$ cat src/rtl/rls_arith_pkg.sv
// Shared arithmetic constants and helpers for the RLS datapath blocks:
// operand width bounds, pipeline depth bounds and saturation limits.
package rls_arith_pkg;

    localparam int RLS_MAX_W  = 64;
    localparam int RLS_MIN_W  = 8;
    localparam int STAGES_MIN = 1;
    localparam int STAGES_MAX = 4;

    typedef enum logic {
        OP_SUB = 1'b0,
        OP_ADD = 1'b1
    } op_e;

    // Limits are returned at the widest supported width; callers keep the low w bits.
    function automatic logic [RLS_MAX_W-1:0] sat_max_lim(input int w);
        sat_max_lim = (64'd1 << (w - 1)) - 64'd1;
    endfunction

    function automatic logic [RLS_MAX_W-1:0] sat_min_lim(input int w);
        sat_min_lim = ~sat_max_lim(w);
    endfunction

    function automatic int clamp_stages(input int s);
        if (s < STAGES_MIN)      clamp_stages = STAGES_MIN;
        else if (s > STAGES_MAX) clamp_stages = STAGES_MAX;
        else                     clamp_stages = s;
    endfunction

endpackage

$ cat src/rtl/sat_add.sv
// Combinational add/subtract at nBits+1 bits with overflow detection and
// optional clamp to the signed nBits range.
module sat_add
    import rls_arith_pkg::*;
#(
    parameter int nBits = 32,
    parameter int SAT   = 1
) (
    input  logic signed [nBits-1:0] x_i,
    input  logic signed [nBits-1:0] y_i,
    input  logic                    sum_i,
    output logic signed [nBits-1:0] res_o,
    output logic                    ovf_o
);

    localparam logic [RLS_MAX_W-1:0] MAX_W = sat_max_lim(nBits);
    localparam logic [RLS_MAX_W-1:0] MIN_W = sat_min_lim(nBits);
    localparam logic signed [nBits-1:0] MAX_V = MAX_W[nBits-1:0];
    localparam logic signed [nBits-1:0] MIN_V = MIN_W[nBits-1:0];

    logic signed [nBits:0] xe;
    logic signed [nBits:0] ye;
    logic signed [nBits:0] se;
    logic                  ovf;

    always_comb begin
        xe = {x_i[nBits-1], x_i};
        ye = {y_i[nBits-1], y_i};
        se = (op_e'(sum_i) == OP_ADD) ? (xe + ye) : (xe - ye);
        ovf = se[nBits] ^ se[nBits-1];
        res_o = se[nBits-1:0];
        // The extra top bit carries the true sign and picks the clamp direction.
        if ((SAT != 0) && ovf) begin
            res_o = se[nBits] ? MIN_V : MAX_V;
        end
        ovf_o = ovf;
    end

endmodule

$ cat src/rtl/addsub_pipe.sv
// Pipelined saturating add/subtract with an internal accumulator. Stage 1
// computes; the remaining stages only carry result, overflow and valid.
module addsub_pipe
    import rls_arith_pkg::*;
#(
    parameter int nBits  = 32,
    parameter int STAGES = 2,
    parameter int SAT    = 1
) (
    input  logic                    clk,
    input  logic                    rst_n,
    input  logic                    enable,
    input  logic                    in_valid,
    output logic                    in_ready,
    input  logic                    sum,
    input  logic                    acc_mode,
    input  logic                    acc_clr,
    input  logic signed [nBits-1:0] a,
    input  logic signed [nBits-1:0] b,
    output logic signed [nBits-1:0] res,
    output logic                    ovf,
    output logic                    out_valid,
    input  logic                    out_ready
);

    localparam int DEPTH = clamp_stages(STAGES);

    logic                    advance;
    logic                    accept;
    logic signed [nBits-1:0] acc_q;
    logic signed [nBits-1:0] acc_d;
    logic signed [nBits-1:0] acc_prev;
    logic signed [nBits-1:0] op_x;
    logic signed [nBits-1:0] op_y;
    logic signed [nBits-1:0] s1_res;
    logic                    s1_ovf;

    logic signed [nBits-1:0] res_q [DEPTH];
    logic                    ovf_q [DEPTH];
    logic                    vld_q [DEPTH];

    // A full output that is not being drained stalls the whole pipe.
    assign advance  = enable & (~out_valid | out_ready);
    assign in_ready = advance & rst_n;
    assign accept   = in_valid & in_ready;

    always_comb begin
        acc_prev = acc_clr ? '0 : acc_q;
        op_x     = acc_mode ? acc_prev : a;
        op_y     = acc_mode ? a : b;
    end

    sat_add #(
        .nBits (nBits),
        .SAT   (SAT)
    ) u_sat_add (
        .x_i   (op_x),
        .y_i   (op_y),
        .sum_i (sum),
        .res_o (s1_res),
        .ovf_o (s1_ovf)
    );

    // Accumulator takes the clamped result on the accepting cycle, so the
    // next accumulate beat sees it without any forwarding.
    always_comb begin
        acc_d = acc_q;
        if (enable && acc_clr) begin
            acc_d = '0;
        end
        if (accept && acc_mode) begin
            acc_d = s1_res;
        end
    end

    always_ff @(posedge clk or negedge rst_n) begin
        if (!rst_n) begin
            acc_q <= '0;
        end else begin
            acc_q <= acc_d;
        end
    end

    always_ff @(posedge clk or negedge rst_n) begin
        if (!rst_n) begin
            for (int i = 0; i < DEPTH; i++) begin
                vld_q[i] <= 1'b0;
                res_q[i] <= '0;
                ovf_q[i] <= 1'b0;
            end
        end else if (advance) begin
            vld_q[0] <= accept;
            res_q[0] <= s1_res;
            ovf_q[0] <= s1_ovf;
            for (int i = 1; i < DEPTH; i++) begin
                vld_q[i] <= vld_q[i-1];
                res_q[i] <= res_q[i-1];
                ovf_q[i] <= ovf_q[i-1];
            end
        end
    end

    assign res       = res_q[DEPTH-1];
    assign ovf       = ovf_q[DEPTH-1];
    assign out_valid = vld_q[DEPTH-1];

endmodule
$ cat config.mk
export PLATFORM = sky130hd
export DESIGN_NAME = addsub_pipe
export DESIGN_NICKNAME = d
export VERILOG_FILES = /design/src/rtl/rls_arith_pkg.sv /design/src/rtl/sat_add.sv /design/src/rtl/addsub_pipe.sv
export SDC_FILE = /design/constraint.sdc
export NUM_CORES = 1
export LEC_CHECK = 0
export ABC_AREA = 1
export CAP_MARGIN = 20
export CORE_MARGIN = 2
export CORE_UTILIZATION = 23
export DETAILED_ROUTE_END_ITERATION = 10
export PLACE_DENSITY = 0.43
export SYNTH_ARGS = -nofsm -noshare
export SYNTH_HDL_FRONTEND = slang
export SYNTH_HIERARCHICAL = 1
export SYNTH_SLANG_ARGS = --single-unit
$ cat constraint.sdc
create_clock -name clk -period 2.3 [get_ports clk]
set_input_delay 0.46 -clock clk [delete_from_list [all_inputs] [get_ports clk]]
set_output_delay 0.46 -clock clk [all_outputs]
set_load 0.01 [all_outputs]
After elaboration in Yosys (flattened, before gate mapping)
Index checks and enable logic that the tools add are counted.

word-level totals
  flip-flop bits (word level) = 100
  input bits = 72
  output and inout port bits = 35
  logic and storage cells = 26

operators by class
  add/subtract/negate cells = 2
  muxes and demuxes = 8
  bitwise gates (word level) = 6
  reduce and logical (&&, ||, !) cells = 3

operators by type and width
  operator                                        number
  32-bit 2-to-1 mux                               7
  32-bit by 32-bit adder with 33-bit output       1
  33-bit 2-to-1 mux                               1
  32-bit by 32-bit subtractor with 33-bit output  1
  1-bit AND                                       3
  1-bit logical AND                               2
  2-bit nonzero test                              1
  1-bit inverter                                  1
  1-bit bitwise OR                                1
  1-bit bitwise XOR                               1

Logic depth before layout (Yosys ltp)
Gate-level depths: netlist of run 1.

  depth in word-level cells = 7
  gate-level depth with buffers = 32
  depth with buffers taken out = 29

Hierarchy
The synthesis of run 1 kept the hierarchy.

modules (own cells, without submodules)
  module       times used  cells an instance  area an instance (sq um)
  addsub_pipe  1           613                4967.3
  sat_add      1           615                3185.6

Worst setup path after synthesis of run 1
Ideal clock, no wire load.

  path kind = input to register
  start point = input acc_mode
  end point = register res_q[45] in the netlist's numbering
  library setup time = 130 ps
  data arrival time = 3853 ps
  path slack = -1683 ps
  cell stages on the path = 29
  path buffers = 4
  path through = buf_2 -> buf_2 -> buf_2 -> a21oi_1 -> inv_1 -> ha_1 -> nand3_1 -> nor2_1 -> nor2_1 -> nor2_1 -> nand2_1 -> nor2_1 -> o21ai_0 -> xor2_1 -> ha_1 -> nand2_1 -> nor2_1 -> and2_1 -> and3_1 -> nand2_2 -> nand3_1 -> nand2_2 -> inv_2 -> nand2_4 -> buf_6 -> nand2_1 -> nand2_1 -> nand2_1 -> o21ai_0

on the way
  word-level cells in the longest chain between the ends = 5

ends and longest elaborated chain
  what                                                                                                         line                          source
  start, declared                                                                                              addsub_pipe.sv:16             input logic acc_mode,
  32-bit 2-to-1 mux *                                                                                          addsub_pipe.sv:50             op_y = acc_mode ? a : b;
  via op_y[0]                                                                                                  addsub_pipe.sv:34             logic signed [nBits-1:0] op_y;
  32-bit by 32-bit subtractor with 33-bit output or 32-bit by 32-bit adder with 33-bit output (tied branches)  sat_add.sv:29                 se = (op_e'(sum_i) == OP_ADD) ? (xe + ye) : (xe - ye);
  33-bit 2-to-1 mux *                                                                                          sat_add.sv:29
  32-bit 2-to-1 mux or 1-bit bitwise XOR (tied branches)                                                       sat_add.sv:34, sat_add.sv:30
  32-bit 2-to-1 mux *                                                                                          sat_add.sv:33                 if ((SAT != 0) && ovf) begin
  via s1_res[13]                                                                                               addsub_pipe.sv:35             logic signed [nBits-1:0] s1_res;
  end signal, assigned by index                                                                                addsub_pipe.sv:97             res_q[i] <= res_q[i-1];
  end, declared                                                                                                addsub_pipe.sv:38             logic signed [nBits-1:0] res_q [DEPTH];

The timed path passes the listed nets; every way through them passes the cells marked *.
A chain may end at the register's enable or synchronous reset.

Worst setup path in the final report of run 1
  start point = input acc_mode
  end point = register res_q[33] in the netlist's numbering

Same word-level chain as after synthesis.

==> results.txt, run 1 <==
grt ovf: 0
met3 Resource Use GR: 0.01273
most frequent cells after synthesis: nand2_1, inv_1, nand3_1
post-synthesis mux area share: 0
setup TNS: -81.76 ns
Comb pwr share: 0.552
CTS root buf: clkbuf_16
FF+latch count, synth: 100
NetSw: 3.472 mW
cell count after placement: 1964
run status: complete, but fails checks
Max Clk Rate: 275.6 MHz
RR Startpoint: acc_q[0]
PortBufs: 106
routability cong.: 0.8412
fin crit share: 1.578
clk sinks: 100
VDD IR-drop max: 459.3 uV
post-synth net total: 1335
CP bufs+invs: 6
Synth Instances: 1228
Clock transition at path regs: 0.07 ns
Setup crit start: acc_mode
crit path DAT: 3.85 ns
Initial Utilization: 0.2349
Final Net Count: 1712
worst min-delay path category: in -> async
clock skew: 0.01164 ns
Placed Instance Area: 11380 um^2
R2R Setup Slk: -0.58 ns
Cell variety after synth: 40
Synth Area in Compound Gates: 0.1318
Critical Path Source Type: primary input
CTS Buf Count: 9
most common cell in the synthesized netlist: nand2_1
synth warn: 6
clock latency on the worst-skew pair: 0.34 ns
pin count of the biggest net entering global routing: 79
grt peak-use layer: met2
Core Region: 34710 um^2
Critical Path RT: 2.52 ns
final instance area: 13340 um^2
drt wl/cell: 14.54 um
Post-Synthesis Cell Area: 8153 um^2
Top Ports: 107
critical path fanouts, max: 7
CP dominant cell by count: nor2_4
drt first pass iters: 5
final WL: 30010 um
fin. max-slew vios: 0
dominant synthesized flop cell: dfrtp_1
num rows: 68
syn_area_per_cell: 6.639 um^2
Largest delay share family, worst path: simple AND/OR/NAND/NOR gates
Critical Path End Type: flop
asr flop ratio synth: 1.000
RSZ-0062 raised after global routing: true
Crit path largest cell delay: 0.39 ns
Layout Cells excl Fill: 2064
Simple-Gate Fraction of Synth Area: 0.3157
ANT cells: 0
Max-Cap Viols: 0
Yosys top cell by area: dfrtp_1
die width: 192.3 um
final core occ: 0.3843
initial antenna violation count: 0
register area share after synthesis: 0.3069
Iter 0 DRT Violations: 426
Hold Slack: 0.1355 ns
main combinational cell family by area after synthesis: simple AND/OR/NAND/NOR gates
vias in the first global route: 8837
Post-Place Setup Slack: -2.240 ns
Clk pwr share: 0.168
CTS tree: yes
internal power: 5.465 mW
die area: 36970 um^2
Hold Vio Cnt, Final: 0
vias per inst: 4.342
htree depth: 3
XOR/XNOR Fraction of Synth Area: 0.05694
Detail Route Antenna Nets: 0
final routed DRC violation total: 0
failing checks: setup timing
met2 usage: 0.2558
Slew HR: 0.5607
met1 Track Usage GR: 0.2439
final worst path period need: 3.628 ns
CTS Hold Bufs: 0
sequential power share: 0.279
worst-margin pin slew: 0.6589 ns
global-route usage over all layers: 0.1628
post-DP HPWL: 22580 um
Switching Share: 0.3885
largest cells by area after synthesis: dfrtp_1, nand2_1, nand3_1
via count: 8961
global-route wire length before repair: 47420 um
total power: 8.936 mW
cell leakage power: 6.623 nW
power per cell area: 669.8 nW/um^2
Area growth syn-to-layout: 63.64%
final setup fails: 65
Post-synth EDFFs: 0
CP max stage cell: ha_1
clock tree buffer depth: 2
share of layout cells above drive strength 1: 0.3630
final setup margin: -1.328 ns
Adder-Cell Fraction of Synth Area: 0.05463
Synth top area share: 0.3069
Die H: 192.3 um
crit path kind: in -> reg
==> per-layer routing <==
layer	share of wire	wire [um]	vias to the layer above
met5	0	0	-
met4	0.013	397	0
met3	0.028	850	21
met2	0.44	13180	138
met1	0.52	15590	4143
li1	-	-	4659
==> path summary, 6_finish.rpt <==
path                       cells after the start         to
max                                           30  res_q[33]
min in group clk                               2    res[10]
max reg2reg                                   20  res_q[33]
max in group asynchronous                      3    res[29]
min reg2reg                                    2    res[10]
min                                            2  acc_q[18]
==> cell usage in the layout (no fill, tap or decap), types with 17 or more instances in the layout <==
cell / n
buf_4: 318
nand2_1: 274
inv_1: 120
nand3_1: 107
dfrtp_1: 100
o21ai_0: 73
nor2_1: 67
clkdlybuf4s50_1: 65
nand2_2: 55
o21ai_1: 38
xor2_1: 36
a21oi_1: 34
dlygate4sd2_1: 33
a21oi_2: 30
ha_1: 26
inv_2: 22
nor2_2: 22
nor2_4: 17
==> sequential cells by signal, indices dropped and copies added, names as in the netlist <==
register / flops
res: 32
ovf: 1
out_valid: 1
acc_q: 32
vld_q: 1
ovf_q: 1
res_q: 32
==> layout make-up <==
type | count | area (um^2)
clock buffers | 13 | 250.2
clock inverters | 2 | 35.03
repair buffers | 447 | 3852
fillers | 3784 | 21370
well taps | 455 | 569.3
inverters | 144 | 550.5
flip-flops and latches | 100 | 2502
multi-input cells | 903 | 5582
==> power groups by stage <==
stage	clock network (mW)	logic, mW	registers, mW
after floorplan	0	2.37	2.47
after global placement	0	4.03	2.53
after detailed placement	0	4.06	2.53
after CTS	1.55	4.59	2.50
after global routing	1.63	5.43	2.56
final	1.50	4.94	2.50
==> worst reg2reg max path: stages, from the launching register on <==
cell	delay, ns
dfrtp_1	0.39
nand3_1	0.10
o21ai_0	0.10
ha_1	0.25
fa_1	0.39
nand2_1	0.08
nand3_1	0.12
nand3_1	0.13
nand2_1	0.10
nand2_1	0.09
nand2_2	0.08
nand2_2	0.09
nand2_2	0.05
nand2_2	0.08
nand2_4	0.11
nand2_8	0.13
buf_12	0.13
buf_12	0.15
nand2_4	0.07
nand2_2	0.07
o21ai_1	0.05
==> timing repair <==
item	in CTS	in global routing
gates cloned	5	2
setup buffers	69	11
pin swaps	91	63
hold endpoints to repair	0	0
endpoints found under the setup margin	65	66
resized for setup	214	101
==> logic make-up after synthesis <==
kind of cell | after synthesis
and+or+nand+nor | 608
buffers and inverters | 228
AOI/OAI and AO/OA | 204
DFF | 100
xor gates and xnor gates | 53
adders and majority gates | 35
Power figures use the tool's default switching activity.
==> run 2, diff against run 1 <==
==> constraint.sdc (replaced) <==
create_clock -name clk -period 2.3 [get_ports clk]
set_input_delay 0.345 -clock clk [delete_from_list [all_inputs] [get_ports clk]]
set_output_delay 0.345 -clock clk [all_outputs]
set_load 0.01 [all_outputs]
==> results.txt, run 2 (synthesis gave the netlist of run 1 again) <==
Top Ports: 107 (unchanged)
die width: 192.3 um (unchanged)
Clock transition at path regs: 0.07 ns (about the same)
WL met2: 13150 um (-0.20%)
drt wl/cell: 14.45 um (-0.64%)
critical path fanouts, max: 8 (+1)
sequential power share: 0.272 (-0.007)
Layout Cells excl Fill: 2054 (-0.48%)
vias per inst: 4.280 (-1.4%)
ANT cells: 0 (unchanged)
Max-Cap Viols: 0 (unchanged)
pin count of the biggest net entering global routing: 101 (+28%)
Storage cell area: 2502 um^2 (unchanged)
global-route usage over all layers: 0.1614 (-0.001429)
CTS Hold Bufs: 0 (unchanged)
grt ovf: 0 (unchanged)
final worst path period need: 3.535 ns (-0.09340 ns)
Critical Path End Type: flop
drt first pass iters: 4 (-1)
Critical Path RT: 2.57 ns (+0.05 ns)
share of layout cells above drive strength 1: 0.3965 (+0.03354)
final WL: 29670 um (-1.1%)
# fillers: 3725 (-1.6%)
worst min-delay path category: in -> async
post-DP HPWL: 22130 um (-2.0%)
routability cong.: 0.8434 (+0.26%)
Initial Utilization: 0.2349 (unchanged)
VDD IR-drop max: 424.7 uV (-7.5%)
Final Net Count: 1701 (-0.64%)
cell leakage power: 6.606 nW (-0.25%)
CP max stage cell: ha_2
NetSw: 3.651 mW (+5.2%)
vias in the first global route: 8766 (-0.80%)
WL met3: 1001 um (+18%)
Clk pwr share: 0.163 (-0.005)
Hold Vio Cnt, Final: 0 (unchanged)
final setup margin: -1.235 ns (+0.09340 ns)
Comb pwr share: 0.565 (+0.013)
Slew HR: 0.5035 (-0.05726)
Iter 0 DRT Violations: 415 (-2.6%)
htree depth: 3 (unchanged)
num rows: 68 (unchanged)
most frequent cells in the layout: buf_4, nand2_1, inv_1
Critical Path Source Type: primary input
final instance area: 13500 um^2 (+1.2%)
internal power: 5.512 mW (+0.87%)
crit path kind: in -> reg
clock skew: 0.01568 ns (+0.004041 ns)
Multi-input gate area: 5814 um^2 (+4.2%)
global-route wire length before repair: 46880 um (-1.1%)
RSZ-0062 raised after global routing: true
clock tree buffer depth: 2 (unchanged)
die area: 36970 um^2 (unchanged)
worst-margin pin slew: 0.7448 ns (+0.08589 ns)
Max Clk Rate: 282.9 MHz (+2.6%)
Crit path largest cell delay: 0.43 ns (+0.04 ns)
clk sinks: 100 (unchanged)
power per cell area: 678.7 nW/um^2 (+1.3%)
via count: 8791 (-1.9%)
crit path DAT: 3.81 ns (-0.04 ns)
CP dominant cell by count: nor2_4
Hold Slack: 0.1434 ns (+0.007878 ns)
Core Region: 34710 um^2 (unchanged)
clock latency on the worst-skew pair: 0.34 ns (about the same)
cell count after placement: 1951 (-0.66%)
Area growth syn-to-layout: 65.59%
Die H: 192.3 um (unchanged)
final routed DRC violation total: 0 (unchanged)
fin crit share: 1.537 (-0.04061)
met1 wire length: 15210 um (-2.4%)
failing checks: setup timing
run status: complete, but fails checks
Detail Route Antenna Nets: 0 (unchanged)
CTS root buf: clkbuf_16
CTS tree: yes
fin. max-slew vios: 0 (unchanged)
PortBufs: 106 (unchanged)
final setup fails: 65 (unchanged)
initial antenna violation count: 0 (unchanged)
R2R Setup Slk: -0.62 ns (-0.04 ns)
Placed Instance Area: 11260 um^2 (-1.1%)
highest routed layer: met4
Switching Share: 0.3984 (+0.009948)
commonest non-fill, non-tap cell in the layout: buf_4
CTS Buf Count: 9 (unchanged)
[run 2: what timing repair did]
| action | 4_1_cts | 5_1_grt |
|---|---|---|
| endpoints found under the setup margin | 65 | 65 |
| pin swaps | 89 | 90 |
| gates resized for setup | 243 | 151 |
| gates cloned | 7 | 0 |
| buffers inserted | 75 | 9 |
[run 2: final cells by class]
class / count / area share
Sequential cell: 100 / 0.1854
Clock buffer: 12 / 0.01900
Tap cell: 455 / 0.04217
Timing Repair Buffer: 436 / 0.2781
Inverter: 144 / 0.04235
Clock inverter: 4 / 0.002317
Multi-Input combinational cell: 903 / 0.4307
[run 2: worst paths after layout]
kind,startpoint,end,cells past startpoint
setup / recovery,acc_mode,acc_q[15],30
hold / removal,rst_n,res[13],2
setup reg to reg,acc_q[0],acc_q[15],20
hold reg to reg,res[28],res[28],2
max in group asynchronous,rst_n,res_q[51],2
min in group clk,res[28],res[28],2
[run 2: power groups by stage]
stage	combinational [mW]	sequential (mW)	clock [mW]
CTS	4.78	2.50	1.54
finish	5.17	2.49	1.50
floorplan	2.37	2.47	0
detailed placement	4.00	2.53	0
global route	5.68	2.56	1.60
global placement	3.97	2.53	0
[run 2: metrics by stage]
stage / setup TNS, ns / utilization / total power [mW] / setup WS [ns]
2_1_floorplan: -76.14 / - / 4.838 / -1.215
4_1_cts: -77.28 / 0.3719 / 8.814 / -1.254
3_3_place_gp: -130.83 / 0.3243 / 6.495 / -2.131
5_1_grt: -90.56 / 0.3889 / 9.836 / -1.459
3_5_place_dp: -131.36 / 0.3243 / 6.527 / -2.114
6_report: -77.11 / 0.3889 / 9.163 / -1.235
[run 2: per-layer routing]
layer / track usage / vias up
met3: 0.01418 / 13
met1: 0.2401 / 4018
met4: 0.03376 / 0
met2: 0.2528 / 139
met5: 0 / -
li1: - / 4621
[run 2: critical path, delay by kind of cell]
family | cells | cell delay, ns
XOR/XNOR | 1 | 0.15
AND/OR/NAND/NOR | 20 | 1.97
AO/OA/AOI/OAI | 2 | 0.12
adder cells (fa/ha/maj) | 2 | 0.58
buffers and inverters | 5 | 0.59
==> run 3, diff against run 2 <==
--- a/config.mk
+++ b/config.mk
@@ -11,6 +11,7 @@
 export CORE_UTILIZATION = 23
 export DETAILED_ROUTE_END_ITERATION = 10
 export PLACE_DENSITY = 0.43
+export SLEW_MARGIN = 20
 export SYNTH_ARGS = -nofsm -noshare
 export SYNTH_HDL_FRONTEND = slang
 export SYNTH_HIERARCHICAL = 1
==> results of run 3 <==
The final DEF is identical to that of run 2; final timing and power are the same.
